--- config.mk ---
export PLATFORM = sky130hd
export DESIGN_NAME = branch_offset_encoder
export DESIGN_NICKNAME = d
export VERILOG_FILES = /design/src/rtl/branch_offset_encoder.sv
export SDC_FILE = /design/constraint.sdc
export NUM_CORES = 1
export LEC_CHECK = 0
export ABC_AREA = 0
export CAP_MARGIN = 5
export CORE_AREA = 2 2 95 97
export CTS_BUF_LIST = sky130_fd_sc_hd__clkbuf_4
export DETAILED_ROUTE_END_ITERATION = 10
export DIE_AREA = 0 0 97 99
export HOLD_SLACK_MARGIN = 0.1
export PLACE_DENSITY_LB_ADDON = 0.2
export SLEW_MARGIN = 40
export SYNTH_ARGS = -nofsm -noshare
export SYNTH_HDL_FRONTEND = slang
export SYNTH_SLANG_ARGS = --single-unit
--- constraint.sdc ---
create_clock -name clk -period 4.27 [get_ports clk]
set_input_delay 0.854 -clock clk [delete_from_list [all_inputs] [get_ports clk]]
set_output_delay 0.854 -clock clk [all_outputs]
set_load 0.02 [all_outputs]
--- src/rtl/branch_offset_encoder.sv ---
// branch_offset_encoder
// Two-stage valid/ready pipeline that turns an absolute branch target into
// the 16-bit word-offset immediate, (target - (pc + PC_INC)) >>> 2, and flags
// misaligned or out-of-range offsets.
// Stage 1 holds the 32-bit byte offset. Stage 2 holds the registered result
// fields, which drive the out_* ports directly.
// Optional feature macro: BOE_ERR_COUNT_EN enables the saturating error
// counter on err_count. Without it, err_count is tied to zero.
module branch_offset_encoder #(
    parameter int unsigned PC_INC = 4
) (
    input  logic        clk,
    input  logic        rst_n,
    input  logic        in_valid,
    output logic        in_ready,
    input  logic [31:0] in_pc,
    input  logic [31:0] in_target,
    input  logic [4:0]  in_tag,
    output logic        out_valid,
    input  logic        out_ready,
    output logic [15:0] out_imm,
    output logic        out_misaligned,
    output logic        out_range_err,
    output logic [4:0]  out_tag,
    output logic [15:0] err_count
);

    localparam logic [31:0] LP_PC_INC = 32'(PC_INC);

    // The word offset is diff[31:2], read as a signed 30-bit value. It fits in
    // signed 16 bits only when bits [29:15] of that value are all copies of the
    // sign, i.e. diff[31:17] is all ones or all zeros.
    function automatic logic f_range_err(input logic [31:0] diff);
        logic [14:0] upper;
        upper = diff[31:17];
        return !((&upper) || (~|upper));
    endfunction

    // A branch offset must be a whole number of 32-bit instructions.
    function automatic logic f_misaligned(input logic [31:0] diff);
        return (diff[1:0] != 2'b00);
    endfunction

    // Stage 1 state
    logic        r_s1_valid;
    logic [31:0] r_s1_diff;
    logic [4:0]  r_s1_tag;

    // Stage 2 state (these are the output registers)
    logic        r_s2_valid;
    logic [15:0] r_s2_imm;
    logic        r_s2_misaligned;
    logic        r_s2_range_err;
    logic [4:0]  r_s2_tag;

    // Combinational control and datapath
    logic        w_s2_load;
    logic        w_s1_load;
    logic        w_in_fire;
    logic [31:0] w_diff;
    logic [15:0] w_imm;
    logic        w_misaligned;
    logic        w_range_err;

    // Handshake control. Stage 2 can take new data when it is empty or its
    // result is being consumed. Stage 1 can take new data when it is empty or
    // its contents are moving into stage 2. in_ready does not look at in_valid.
    always_comb begin
        w_s2_load = 1'b0;
        w_s1_load = 1'b0;
        w_in_fire = 1'b0;
        if (!r_s2_valid || out_ready) begin
            w_s2_load = 1'b1;
        end else begin
            w_s2_load = 1'b0;
        end
        if (!r_s1_valid || w_s2_load) begin
            w_s1_load = 1'b1;
        end else begin
            w_s1_load = 1'b0;
        end
        if (in_valid && w_s1_load) begin
            w_in_fire = 1'b1;
        end else begin
            w_in_fire = 1'b0;
        end
    end

    assign in_ready = w_s1_load;

    // Byte offset from the branch base, modulo 2^32. This makes address wrap
    // around the top of memory behave like any other offset.
    always_comb begin
        w_diff = 32'h0000_0000;
        w_diff = in_target - in_pc - LP_PC_INC;
    end

    // Result fields, computed from the stage 1 offset. The immediate is always
    // the truncated word offset, even when an error flag is raised.
    always_comb begin
        w_imm        = 16'h0000;
        w_misaligned = 1'b0;
        w_range_err  = 1'b0;
        w_imm        = r_s1_diff[17:2];
        w_misaligned = f_misaligned(r_s1_diff);
        w_range_err  = f_range_err(r_s1_diff);
    end

    // Stage 1 register: capture the byte offset and tag of each accepted request.
    always_ff @(posedge clk or negedge rst_n) begin
        if (!rst_n) begin
            r_s1_valid <= 1'b0;
            r_s1_diff  <= 32'h0000_0000;
            r_s1_tag   <= 5'd0;
        end else if (w_s1_load) begin
            r_s1_valid <= in_valid;
            if (w_in_fire) begin
                r_s1_diff <= w_diff;
                r_s1_tag  <= in_tag;
            end else begin
                r_s1_diff <= r_s1_diff;
                r_s1_tag  <= r_s1_tag;
            end
        end else begin
            r_s1_valid <= r_s1_valid;
            r_s1_diff  <= r_s1_diff;
            r_s1_tag   <= r_s1_tag;
        end
    end

    // Stage 2 register: load the result fields when stage 2 frees up. While
    // the consumer stalls, the fields hold.
    always_ff @(posedge clk or negedge rst_n) begin
        if (!rst_n) begin
            r_s2_valid      <= 1'b0;
            r_s2_imm        <= 16'h0000;
            r_s2_misaligned <= 1'b0;
            r_s2_range_err  <= 1'b0;
            r_s2_tag        <= 5'd0;
        end else if (w_s2_load) begin
            r_s2_valid <= r_s1_valid;
            if (r_s1_valid) begin
                r_s2_imm        <= w_imm;
                r_s2_misaligned <= w_misaligned;
                r_s2_range_err  <= w_range_err;
                r_s2_tag        <= r_s1_tag;
            end else begin
                r_s2_imm        <= r_s2_imm;
                r_s2_misaligned <= r_s2_misaligned;
                r_s2_range_err  <= r_s2_range_err;
                r_s2_tag        <= r_s2_tag;
            end
        end else begin
            r_s2_valid      <= r_s2_valid;
            r_s2_imm        <= r_s2_imm;
            r_s2_misaligned <= r_s2_misaligned;
            r_s2_range_err  <= r_s2_range_err;
            r_s2_tag        <= r_s2_tag;
        end
    end

    assign out_valid      = r_s2_valid;
    assign out_imm        = r_s2_imm;
    assign out_misaligned = r_s2_misaligned;
    assign out_range_err  = r_s2_range_err;
    assign out_tag        = r_s2_tag;

`ifdef BOE_ERR_COUNT_EN
    logic        w_out_fire;
    logic [15:0] r_err_count;

    assign w_out_fire = r_s2_valid && out_ready;

    // Error counter: count each consumed result that carries an error flag.
    // The counter stops at 0xFFFF instead of wrapping.
    always_ff @(posedge clk or negedge rst_n) begin
        if (!rst_n) begin
            r_err_count <= 16'h0000;
        end else if (w_out_fire && (r_s2_misaligned || r_s2_range_err) &&
                     (r_err_count != 16'hFFFF)) begin
            r_err_count <= r_err_count + 16'h0001;
        end else begin
            r_err_count <= r_err_count;
        end
    end

    assign err_count = r_err_count;
`else
    assign err_count = 16'h0000;
`endif

endmodule
# Yosys cells after proc, flatten, opt, wreduce, memory -nomap -nowiden
# Cells that the tools add are included.
# op_classes
add_sub_neg	2
mux	3
n_reduce_logical	13
# op_table
op	count
32-bit by 3-bit subtractor with 32-bit output (second input constant)	1
32-bit subtractor	1
15-bit AND reduction	1
15-bit OR reduction	1
1-bit zero test	4
2-bit AND reduction	2
1-bit logical OR	3
1-bit two-way mux	3
2-bit nonzero test	1
1-bit logical AND	1
# word_totals
ff_bits	62
input_bits	73
elab_cells	26

# Longest topological paths before layout
# Gate-level depths: netlist of run 1.
# depth
depth_word	8
depth_mapped	13
depth_no_buf	13

# Least setup slack after synthesis of run 1
# No wires, ideal clock.
# synth_path
kind	input to register
startpoint	input in_pc[1]
endpoint	register r_s1_diff[19]
setup_ps	131
t_arrival_ps	3128
path_slack_ps	1011
stages	12
n_path_buf	0
path_cell_list	inv_1 > ha_1 > ha_1 > fa_1 > a21o_1 > nand4_1 > a21oi_1 > o41a_4 > a21bo_1 > a31oi_1 > xor2_1 > o21ai_1
# synth_via
elab_chain_len	2
# synth_lines
element	line	source
start, declared	16	input logic [31:0] in_pc,
32-bit subtractor	95	w_diff = in_target - in_pc - LP_PC_INC;
32-bit by 3-bit subtractor with 32-bit output	95	
end signal, assigned	118	r_s1_diff <= w_diff;
end signal, assigned	121	r_s1_diff <= r_s1_diff;
end signal, assigned	126	r_s1_diff <= r_s1_diff;
end, declared	46	logic [31:0] r_s1_diff;
# No other way between the ends.
# A chain may end at the register's enable or synchronous reset.

# Worst setup path in the final report of run 1
# Same ends and word-level chain as after synthesis.

==> results of run 1 <==
[synth_stat cells, types with 11 or more instances]
library cell,count,area (um^2)
nor2_1,11,41.3
ha_1,61,763
o21ai_0,31,155
inv_1,90,338
nand2_1,43,161
xor2_1,19,166
a21o_1,23,173
dfrtp_1,62,1550
buf_4,17,128
a21oi_1,22,110
mux2_2,28,315
clkbuf_1,15,56.3
[per-stage QoR]
step / utilization (%) / worst slack (ps) / power [W]
2_1_floorplan: - / 1010 / 0.00152
4_1_cts: 68.9 / 761 / 0.00237
6_report: 68.9 / 723 / 0.00235
3_5_place_dp: 67.0 / 341 / 0.00190
3_3_place_gp: 67.0 / 434 / 0.00187
5_1_grt: 68.9 / 584 / 0.00251
[cells by family after synthesis]
group                      count (synthesis)  synth area share, %
muxes                                     28                 6.66
buffers and inverters                    124                 11.2
xor gates and xnor gates                  29                 5.37
AOI/OAI and AO/OA                        117                 17.0
other                                      1               0.0793
adders and majority gates                 62                 16.6
DFF                                       62                 32.8
and+or+nand+nor                           99                 10.4
[state kept, by name, summed over array words and instances (netlist names)]
signal / cells
out_imm: 16
out_misaligned: 1
out_range_err: 1
out_tag: 5
out_valid: 1
r_s1_diff: 32
r_s1_tag: 5
r_s1_valid: 1
[critical path, stage by stage]
cell and delay, ps:
clkdlybuf4s50_1 460, inv_1 40, ha_1 280, ha_1 240, fa_1 420, a21o_1 210
nand4_1 110, a21oi_1 120, o41a_4 400, a21bo_1 210, a31oi_1 220, xor2_1 170
o21ai_1 70
[where the power goes]
part / total, W / internal (W) / switching [W]
combinational: 0.00101 / 0.000502 / 0.000512
clock: 0.000462 / 0.000239 / 0.000223
sequential: 0.000872 / 0.000765 / 0.000107
[area by class of cell]
| cell class | count | area share [%] |
|---|---|---|
| multi-input cells | 351 | 46.0 |
| flip-flops and latches | 62 | 26.3 |
| repair buffers | 100 | 16.8 |
| inverters | 91 | 5.79 |
| well taps | 108 | 2.29 |
| clock inverters | 7 | 1.68 |
| clock buffers | 9 | 1.15 |
[routing by layer]
| layer | global-route usage [%] | vias up | part of all wire [%] |
|---|---|---|---|
| met1 | 27.1 | 1759 | 47 |
| met4 | 7.04 | 0 | 1.3 |
| li1 | - | 1930 | - |
| met5 | 0 | - | 0 |
| met2 | 33.2 | 99 | 47 |
| met3 | 2.27 | 11 | 4.3 |
[path summary, 6_finish.rpt]
kind	slack [ps]	end	cells past startpoint
max	720	r_s1_diff[19]	13
min	420	out_imm[9]	1
max reg2reg	2320	r_s1_diff[27]	6
min reg2reg	490	out_range_err	1
max in group asynchronous	2970	r_s1_diff[30]	2
min in group clk	490	out_range_err	1
==> flow_metrics.env, run 1 <==
export IMPL_status="completed"
export IMPL_io_buffers=97
export IMPL_grt_ovfl_total=0
export IMPL_required_ps=4540
export IMPL_synth_distinct_cells=53
export IMPL_cts_buffers=9
export IMPL_tightestPinTransition_ps=578
export IMPL_dieArea_mm2=0.00960
export IMPL_drt_iter0_markers=171
export IMPL_coreArea_mm2=0.00855
export IMPL_fin_area_mm2=0.00589
export IMPL_grt_pass1_wl_um=16100
export IMPL_crit_path_max_fanout=3
export IMPL_maxCapViolations=0
export IMPL_synthFlopType="dfrtp_1"
export IMPL_clockBufferDepth=2
export IMPL_cts_setup_buffers=0
export IMPL_clkLatencyLatePin_ps=400
export IMPL_power_density_mw_per_mm2=399
export IMPL_placed_cells=712
export IMPL_h_tree_depth=3
export IMPL_cts_tree="built"
export IMPL_hp_class="primary input to asynchronous set/reset pin"
export IMPL_postRouteAntennaNets=0
export IMPL_track_usage_pct=19.9
export IMPL_dieWidth_um=97
export IMPL_tns_ps=0
export IMPL_grt_max_degree=50
export IMPL_final_cell_mix="clkdlybuf4s50_1, inv_1, dfrtp_1, ha_1, nand2_1"
export IMPL_hold_ws_ps=424
export IMPL_drc=0
export IMPL_multi_input_area_mm2=0.00271
export IMPL_post_synth_cell_area_avg_um2=9.06
export IMPL_final_common_cell="clkdlybuf4s50_1"
export IMPL_drv_slew=0
export IMPL_finalSetupViolCount=0
export IMPL_std_cell_rows=34
export IMPL_p_leak_nw=2.91
export IMPL_slew_headroom_pct=61.3
export IMPL_path_class="primary input to flop"
export IMPL_fmax_ghz=0.282
export IMPL_arrival_ps=3820
export IMPL_netlist_area_mm2=0.00473
export IMPL_start_util_pct=55.3
export IMPL_crit_reg2reg_launch="r_s1_valid"
export IMPL_routed_via_density=5.22
export IMPL_startpoint_type="primary input"
export IMPL_first_pass_iters=4
export IMPL_hold_buffers=0
export IMPL_path_clk_slew_ps=110
export IMPL_dp_hpwl_um=7300
export IMPL_wl_per_cell_um=12.5
export IMPL_end_kind="flop"
export IMPL_async_flop_share_pct=100
export IMPL_diodes=0
export IMPL_ys_ff_latch=62
export IMPL_cts_sinks=62
export IMPL_detailroute_via_count=3799
export IMPL_max_vdd_ir_drop_uv=210
export IMPL_final_cells=728
export IMPL_num_fill_cells=693
export IMPL_die_h_um=99
export IMPL_synth_edf_count=0
export IMPL_clock_root_buffer="clkbuf_4"
export IMPL_cts_resized=0
export IMPL_nNetsFinal=750
export IMPL_drive_above_1_share_pct=9.52
export IMPL_antenna_found_initial=0
export IMPL_place_area_mm2=0.00573
export IMPL_finClkSkew_ps=14.3
export IMPL_period_needed_ps=3550
export IMPL_first_global_vias=3628
export IMPL_wl_um=9110
export IMPL_finalHoldViolations=0
export IMPL_area_growth_pct=24.6
export IMPL_postSynthCellCount=522
export IMPL_io_pins=114
export IMPL_startpoint="in_pc[1]"
export IMPL_post_route_period_util_pct=83.1
export IMPL_routabilityCongestion=0.846
export IMPL_seqCellArea_mm2=0.00155
export IMPL_yosysSeqAreaShare_pct=32.8
export IMPL_grt_setup_unrepaired="false"
export IMPL_yosys_warnings=0
Power figures use the tool's default switching activity.
==> run 2, diff against run 1 <==
Settings changed: CORE_AREA 2 2 95 97 to 2 2 99 101, DIE_AREA 0 0 97 99 to 0 0 101 103.
Clock period 4.27 ns to 3.7 ns, I/O delays scaled along.
==> run 2 against run 1 <==
Sequential cell count stayed put; combinational power is 19% higher; clock power is 15% lower; critical path depth stayed put; count of clock-buffer cells in the layout stayed put; hold slack worse by 190 ps; core utilization is 5.8 points lower; final cell count is 2.7% higher; first-iteration DRC count is 35% lower; register-to-register slack worse by 470 ps; via count stayed put; routed wire length is 1.4% higher; critical endpoint is now r_s1_diff[28]; largest power group unchanged.
==> flow_metrics.env, run 2 (synthesis gave the netlist of run 1 again) <==
export IMPL_status="completed"
export IMPL_startpoint="in_pc[1]"
export IMPL_grt_pass1_wl_um=16100
export IMPL_track_usage_pct=19.1
export IMPL_first_pass_iters=4
export IMPL_nNetsFinal=764
export IMPL_num_fill_cells=834
export IMPL_crit_top_cell="ha_1"
export IMPL_critPathMaxStageDelay_ps=450
export IMPL_end_kind="flop"
export IMPL_die_h_um=103
export IMPL_drc=0
export IMPL_finalHoldViolations=0
export IMPL_clockBufferDepth=2
export IMPL_grt_setup_unrepaired="false"
export IMPL_clkLatencyLatePin_ps=400
export IMPL_worstPathCellList="clkdlybuf4s50_1, inv_1, ha_1, ha_1, buf_4, a211oi_1, o21ai_0, a21oi_1, o21a_1, a41oi_1, a211oi_2, xor2_1, o21ai_1"
export IMPL_path_class="primary input to flop"
export IMPL_required_ps=3990
export IMPL_drive_above_1_share_pct=11.5
export IMPL_worst_path_stages=13
export IMPL_largest_reg_flops=32
export IMPL_hp_class="primary input to asynchronous set/reset pin"
export IMPL_cts_resized=0
export IMPL_antenna_found_initial=0
export IMPL_intPower_w=0.00163
export IMPL_drt_iter0_markers=112
export IMPL_wl_um=9240
export IMPL_comb_power_share_pct=46.2
export IMPL_diodes=0
export IMPL_p_leak_nw=2.96
export IMPL_path_clk_slew_ps=120
export IMPL_io_pins=114
export IMPL_detailroute_via_count=3799
export IMPL_reg2reg_slack_ps=1850
export IMPL_maxCapViolations=0
export IMPL_grt_max_degree=28
export IMPL_std_cell_rows=36
export IMPL_io_buffers=97
export IMPL_fin_ws_ps=298
export IMPL_cts_tree="built"
export IMPL_h_tree_depth=3
export IMPL_endpoint="r_s1_diff[28]"
export IMPL_routed_via_density=5.08
export IMPL_p_sw_share_pct=37.4
export IMPL_final_common_cell="clkdlybuf4s50_1"
export IMPL_pre_cts_ws_ps=-94.5
export IMPL_hold_buffers=0
export IMPL_arrival_ps=3690
export IMPL_dieArea_mm2=0.0104
export IMPL_power_frac_seq_pct=38.7
export IMPL_crit_reg2reg_launch="r_s1_valid"
export IMPL_max_vdd_ir_drop_uv=177
export IMPL_drv_slew=0
export IMPL_period_needed_ps=3400
export IMPL_grt_ovfl_total=0
export IMPL_clock_root_buffer="clkbuf_4"
export IMPL_registers_top_by_ff_count="r_s1_diff"
export IMPL_crit_buf_inv=3
export IMPL_cts_buffers=9
export IMPL_ff2ff_path_depth=4
export IMPL_routabilityCongestion=0.810
export IMPL_area_growth_pct=26.2
export IMPL_dieWidth_um=101
export IMPL_critPathTopFamily="compound AO/OA/AOI/OAI gates"
export IMPL_tns_ps=0
export IMPL_tightestPinTransition_ps=573
export IMPL_finalSetupViolCount=0
export IMPL_postRouteAntennaNets=0
export IMPL_slowest_stage="clkdlybuf4s50_1"
export IMPL_wl_per_cell_um=12.4
export IMPL_power_density_mw_per_mm2=435
export IMPL_p_sw_w=0.000972
export IMPL_clkPwrFrac_pct=15.1
export IMPL_post_route_period_util_pct=91.9
export IMPL_finClkSkew_ps=15.5
export IMPL_multi_input_area_mm2=0.00271
export IMPL_cts_sinks=62
export IMPL_fmax_ghz=0.294
export IMPL_p_total_w=0.00260
export IMPL_final_cell_mix="clkdlybuf4s50_1, inv_1, dfrtp_1, ha_1, nand2_1"
export IMPL_crit_path_max_fanout=3
export IMPL_rr_endpoint="r_s1_diff[1]"
export IMPL_seqCellArea_mm2=0.00155
export IMPL_slew_headroom_pct=61.7
export IMPL_final_util_pct=63.1
export IMPL_coreArea_mm2=0.00946
export IMPL_cts_setup_buffers=0
export IMPL_dp_hpwl_um=7570
export IMPL_startpoint_type="primary input"
export IMPL_first_global_vias=3627
export IMPL_start_util_pct=50.0
export IMPL_hold_ws_ps=236
-- run 2: area by class of cell --
cell class,instances,share of cell area [%]
Clock buffer,9,1.13
Tap cell,114,2.39
Multi-Input combinational cell,351,45.4
Timing Repair Buffer,114,18.5
Sequential cell,62,26.0
Clock inverter,7,0.859
Inverter,91,5.72
-- run 2: stage by stage --
stage / cells / instance area, um^2
after floorplan: 537 / 4790
after global placement: 731 / 5830
after detailed placement: 732 / 5850
after CTS: 748 / 5970
after global routing: 748 / 5970
final: 748 / 5970
-- run 2: power groups by stage --
stage          combinational (W)  sequential, W  clock, W
6_report                 0.00120        0.00100  0.000393
2_1_floorplan           0.000651        0.00111         0
4_1_cts                  0.00121        0.00101  0.000407
3_5_place_dp             0.00120        0.00102         0
5_1_grt                  0.00133        0.00103  0.000437
3_3_place_gp             0.00117        0.00101         0
-- run 2: metal layers --
| layer | vias up | GRT usage [%] | routed length, um |
|---|---|---|---|
| li1 | 1969 | - | - |
| met1 | 1733 | 24.6 | 4300 |
| met2 | 90 | 33.4 | 4370 |
| met3 | 7 | 2.58 | 469 |
| met4 | 0 | 6.24 | 98 |
| met5 | - | 0 | 0 |
-- run 2: worst min path at each step --
| stage | to | slack, ps | from |
|---|---|---|---|
| floorplan | out_imm[0] | 440 | rst_n |
| global placement | r_s1_diff[14] | 460 | r_s1_diff[14] |
| detailed placement | r_s1_diff[14] | 470 | r_s1_diff[14] |
| CTS | r_s1_diff[7] | 220 | rst_n |
| global route | out_imm[9] | 230 | rst_n |
| finish | out_imm[5] | 240 | rst_n |
